`config.mk`:
```
export PLATFORM = sky130hd
export DESIGN_NAME = popcount_seq
export DESIGN_NICKNAME = d
export VERILOG_FILES = /design/src/rtl/popcount_seq.sv
export SDC_FILE = /design/constraint.sdc
export NUM_CORES = 1
export LEC_CHECK = 0
export BUFFER_PORTS_ARGS = -buffer_cell sky130_fd_sc_hd__buf_2
export CAP_MARGIN = 20
export CORE_MARGIN = 10
export CORE_UTILIZATION = 30
export CTS_BUF_LIST = sky130_fd_sc_hd__clkbuf_8
export DETAILED_ROUTE_END_ITERATION = 8
export GPL_TIMING_DRIVEN = 0
export RECOVER_POWER = 50
export SKIP_CTS_REPAIR_TIMING = 1
export SLEW_MARGIN = 15
export SYNTH_ARGS = -nofsm -noshare
export SYNTH_HDL_FRONTEND = slang
export SYNTH_SLANG_ARGS = --single-unit
```
`constraint.sdc`:
```
create_clock -name clk -period 4.8 [get_ports clk]
set_input_delay 0.96 -clock clk [delete_from_list [all_inputs] [get_ports clk]]
set_output_delay 0.96 -clock clk [all_outputs]
set_load 0.05 [all_outputs]
```
`src/rtl/popcount_seq.sv`:
```
// Multi-cycle population counter: counts ones (or zeros) of a WIDTH-bit word, CHUNK bits per clock.
// Optional macro POPCOUNT_PARITY_EN adds out_parity, the XOR reduction of the captured word.
module popcount_seq #(
  parameter int WIDTH = 32,
  parameter int CHUNK = 8
) (
  input  logic                         clk,
  input  logic                         rst,
  input  logic                         in_valid,
  output logic                         in_ready,
  input  logic [WIDTH-1:0]             in_data,
  input  logic                         in_mode,
  output logic                         out_valid,
  input  logic                         out_ready,
  output logic [$clog2(WIDTH+1)-1:0]   out_count,
`ifdef POPCOUNT_PARITY_EN
  output logic                         out_parity,
`endif
  output logic                         busy
);

  localparam int CW     = $clog2(WIDTH + 1);
  localparam int NBEATS = WIDTH / CHUNK;
  localparam int BW     = (NBEATS > 1) ? $clog2(NBEATS) : 1;

  typedef enum logic [1:0] {
    IDLE = 2'd0,
    ACC  = 2'd1,
    DONE = 2'd2
  } state_t;

  state_t            state_q, state_d;
  logic [WIDTH-1:0]  shift_q, shift_d;
  logic [CW-1:0]     acc_q, acc_d;
  logic [BW-1:0]     beat_q, beat_d;
  logic [CW-1:0]     count_q, count_d;
  logic              valid_q, valid_d;
  logic [CW-1:0]     sum;
`ifdef POPCOUNT_PARITY_EN
  logic              parity_q, parity_d;
`endif

  function automatic logic [CW-1:0] chunk_pop(input logic [CHUNK-1:0] bits);
    logic [CW-1:0] n;
    n = '0;
    for (int i = 0; i < CHUNK; i++) begin
      n = n + CW'(bits[i]);
    end
    return n;
  endfunction

  always_comb begin
    state_d = state_q;
    shift_d = shift_q;
    acc_d   = acc_q;
    beat_d  = beat_q;
    count_d = count_q;
    valid_d = valid_q;
`ifdef POPCOUNT_PARITY_EN
    parity_d = parity_q;
`endif
    // CW-wide sum so an all-ones word reaches WIDTH without wrapping
    sum = acc_q + chunk_pop(shift_q[CHUNK-1:0]);

    unique case (state_q)
      IDLE: begin
        if (in_valid) begin
          shift_d = in_mode ? ~in_data : in_data;
          acc_d   = '0;
          beat_d  = '0;
          state_d = ACC;
        end
      end
      ACC: begin
        acc_d   = sum;
        shift_d = shift_q >> CHUNK;
        beat_d  = beat_q + 1'b1;
        if (beat_q == BW'(NBEATS - 1)) begin
          state_d = DONE;
          count_d = sum;
          valid_d = 1'b1;
`ifdef POPCOUNT_PARITY_EN
          // parity of the captured word is the LSB of its bit count
          parity_d = sum[0];
`endif
        end
      end
      DONE: begin
        if (out_ready) begin
          valid_d = 1'b0;
          state_d = IDLE;
        end
      end
      default: state_d = IDLE;
    endcase
  end

  always_ff @(posedge clk) begin
    if (rst) begin
      state_q <= IDLE;
      shift_q <= '0;
      acc_q   <= '0;
      beat_q  <= '0;
      count_q <= '0;
      valid_q <= 1'b0;
`ifdef POPCOUNT_PARITY_EN
      parity_q <= 1'b0;
`endif
    end else begin
      state_q <= state_d;
      shift_q <= shift_d;
      acc_q   <= acc_d;
      beat_q  <= beat_d;
      count_q <= count_d;
      valid_q <= valid_d;
`ifdef POPCOUNT_PARITY_EN
      parity_q <= parity_d;
`endif
    end
  end

  assign in_ready  = (state_q == IDLE) && !rst;
  assign busy      = (state_q != IDLE);
  assign out_valid = valid_q;
  assign out_count = count_q;
`ifdef POPCOUNT_PARITY_EN
  assign out_parity = parity_q;
`endif

endmodule

```
==> impl_metrics.yaml <==
run_status:
  status: "finished clean"
global_route:
  overflow: 0
  grt_pass1_vias: 2332
  antenna_found_initial: 0
  grt_max_degree: 16
  grt_usage: 0.104
  grt_pass1_wl_mm: 11.4
clock_network:
  cts.sinks: 49
  insertion_delay_ns: 0.31
  numCtsBuffers: 5
  htreeDepth: 2
  path_clk_slew_ns: 0.08
  root_buffer: "clkbuf_8"
  cts_buffer_depth: 2
  tritoncts: "built"
pwr:
  powerDensity_nw_per_um2: 308
  switching_share: 0.321
  internal-power_mw: 0.663
  share_comb_of_total_power: 0.283
  p_clk_frac: 0.248
  power_frac_seq: 0.469
  leakagePower_nw: 1.36
  ir_drop_mv: 0.101
  p_switching_mw: 0.313
  total_power_mw: 0.976
worst_setup_path:
  cp.arrival_ns: 3.89
  crit_path_top_delay_cell: "fa_1"
  endpoint_kind: "flip-flop"
  startpoint_type: "flip-flop"
  crit_required_ns: 5.05
  cp_top_family: "adder cells"
  slowest_delay_ns: 0.53
  critPathMaxFanout: 4
  cp_cell_sequence: "fa_1 -> inv_1 -> fa_1 -> fa_1 -> fa_1 -> fa_1 -> nor2b_1 -> o21ai_1 -> a2111oi_0 -> a311o_1"
  path_common_cell: "fa_1"
  path_buf_inv: 1
  crit_type: "flip-flop to flip-flop"
sta:
  layout_setup_ws_ns: 1.16
  fmax_mhz: 275
  skew_ns: 0.0117
  post-route-period-util: 0.759
  holdWs_ns: 0.473
  fin_tns_setup_ns: 0
  period_needed_ns: 3.64
  tightest_slew_ns: 0.601
  rsz0062_at_grt: "false"
  slew_headroom: 0.601
  final-setup-viol-count: 0
  report.final.slew_viol_count: 0
  hold_viol_final: 0
yosys:
  synth_top_area_share: 0.359
  ys_types: 38
  netlist_area_sq_um: 2730
  synth_edf_count: 0
  async_reset_ff_frac: 0
  syn_inst: 336
  synth_largest_area_cell: "dfxtp_1"
  syn_area_per_cell_sq_um: 8.14
  synth_common_cells: "69 x nor2_1, 49 x dfxtp_1, 30 x a21oi_1"
  synth_nets: 385
  yosys.cell_count.top_type: "nor2_1"
  yosysWarnings: 0
  ys_ff_latch: 49
  yosysSeqAreaShare: 0.359
  synth.area.top_cells: "dfxtp_1 36%, nor2_1 9.5%, xnor2_1 8.0%"
  synth_flop_cell: "dfxtp_1"
flow_run:
  drv_cap: 0
cells_and_area:
  design_area_sq_um: 3170
  multi_input_area_sq_um: 1590
  fillers: 931
  syn_to_final_growth_pct: 15.9
  register_area_sq_um: 981
  num_antenna_cells: 0
  layout.nets: 436
  final_layout_size_suffix_gt1_frac: 0.165
detailed_routing:
  vias_per_cell: 4.77
  vias: 2368
  ant_nets: 0
  wl_per_cell_um: 13.6
  wl_mm: 6.76
  drtIter0Drc: 83
  dr.pass1.iters: 4
  drcViolationCount: 0
floorplan:
  std_cell_rows: 34
  die_h_um: 115
  initial_utilization: 0.310
  dieArea_sq_um: 13300
  core-area_sq_um: 8810
  fp.dieW_um: 115
  ios: 46
place:
  dpl.hpwl_mm: 5.23
  io_buffers: 44
  dpl-instance-area_sq_um: 3090
  preCtsSetupSlack_ns: 1.17
  routabilityCongestion: 0.782
hold_path:
  hp-class: "flip-flop to flip-flop"
## sequential cells by signal, summed over array words and instances, names as in the netlist
signal	flops
shift_q	32
beat_q	2
state_q	2
acc_q	6
out_valid	1
out_count	6
## worst paths after layout
check	from	end	slack, ns	cells after the start
min	out_count[2]	out_count[2]	0.47	2
max reg2reg	shift_q[0]	out_count[4]	1.16	10
min reg2reg	out_count[2]	out_count[2]	0.47	2
max	shift_q[0]	out_count[4]	1.16	10
## layout make-up
class | count | share of cell area
Inverter | 12 | 0.0142
Timing Repair Buffer | 44 | 0.0679
Clock buffer | 5 | 0.0217
Multi-Input combinational cell | 251 | 0.503
Clock inverter | 3 | 0.00553
Tap cell | 108 | 0.0426
Sequential cell | 49 | 0.310
Buffer | 24 | 0.0355
## per-layer routing
layer	part of all wire	GRT usage	wire length (um)	vias up
met3	0.051	0.0289	347	8
met5	0	0	0	-
met4	0.013	0.0329	89	0
met2	0.44	0.164	2990	47
li1	-	-	-	1222
met1	0.49	0.135	3330	1091
## logic make-up after synthesis
logic type	synth area share
flops	0.359
simple gates	0.265
compound gates	0.143
xor+xnor	0.106
buf+inv	0.0581
fa+ha+maj	0.0686
## cells in the final DEF, fill, tap and decap left out, types with 2 or more instances in the layout
cell type | synthesis | final
nor2_1 | 69 | 69
dfxtp_1 | 49 | 49
buf_2 | 7 | 46
a21oi_1 | 30 | 30
nor2b_1 | 27 | 27
xnor2_1 | 25 | 25
nor3_1 | 21 | 21
clkbuf_1 | 11 | 16
inv_1 | 12 | 12
a22oi_1 | 10 | 10
xor2_1 | 8 | 8
a211oi_1 | 8 | 8
ha_1 | 7 | 7
nand2_1 | 6 | 6
fa_1 | 5 | 5
clkbuf_8 | 0 | 5
buf_4 | 4 | 4
nor3b_1 | 4 | 4
or2_2 | 2 | 2
buf_1 | 2 | 2
a2111oi_0 | 2 | 2
a311o_1 | 2 | 2
o21ai_0 | 2 | 2
nand2b_1 | 2 | 2
or4_1 | 2 | 2
nand3b_1 | 2 | 2
nand3_1 | 2 | 2
a211o_1 | 2 | 2
nand4_1 | 2 | 2
a31oi_1 | 2 | 2
clkinv_2 | 0 | 2
## power by group through the flow
stage               combinational, mW  sequential [mW]  clock (mW)
floorplan                       0.208            0.463           0
global placement                0.271            0.466           0
CTS                             0.279            0.458       0.248
global route                    0.317            0.462       0.265
detailed placement              0.276            0.467           0
finish                          0.276            0.457       0.242
## tightest hold or removal path, cell delays in order, from the launching register on
cell	delay, ns
dfxtp_1	0.32
nand2_1	0.05
a21oi_1	0.05
## per-stage QoR
step	util	std cells
CTS	0.361	496
finish	0.360	496
detailed placement	0.351	488
global placement	0.351	488
floorplan	-	336
global route	0.360	496
(Power assumes the default switching activity.)
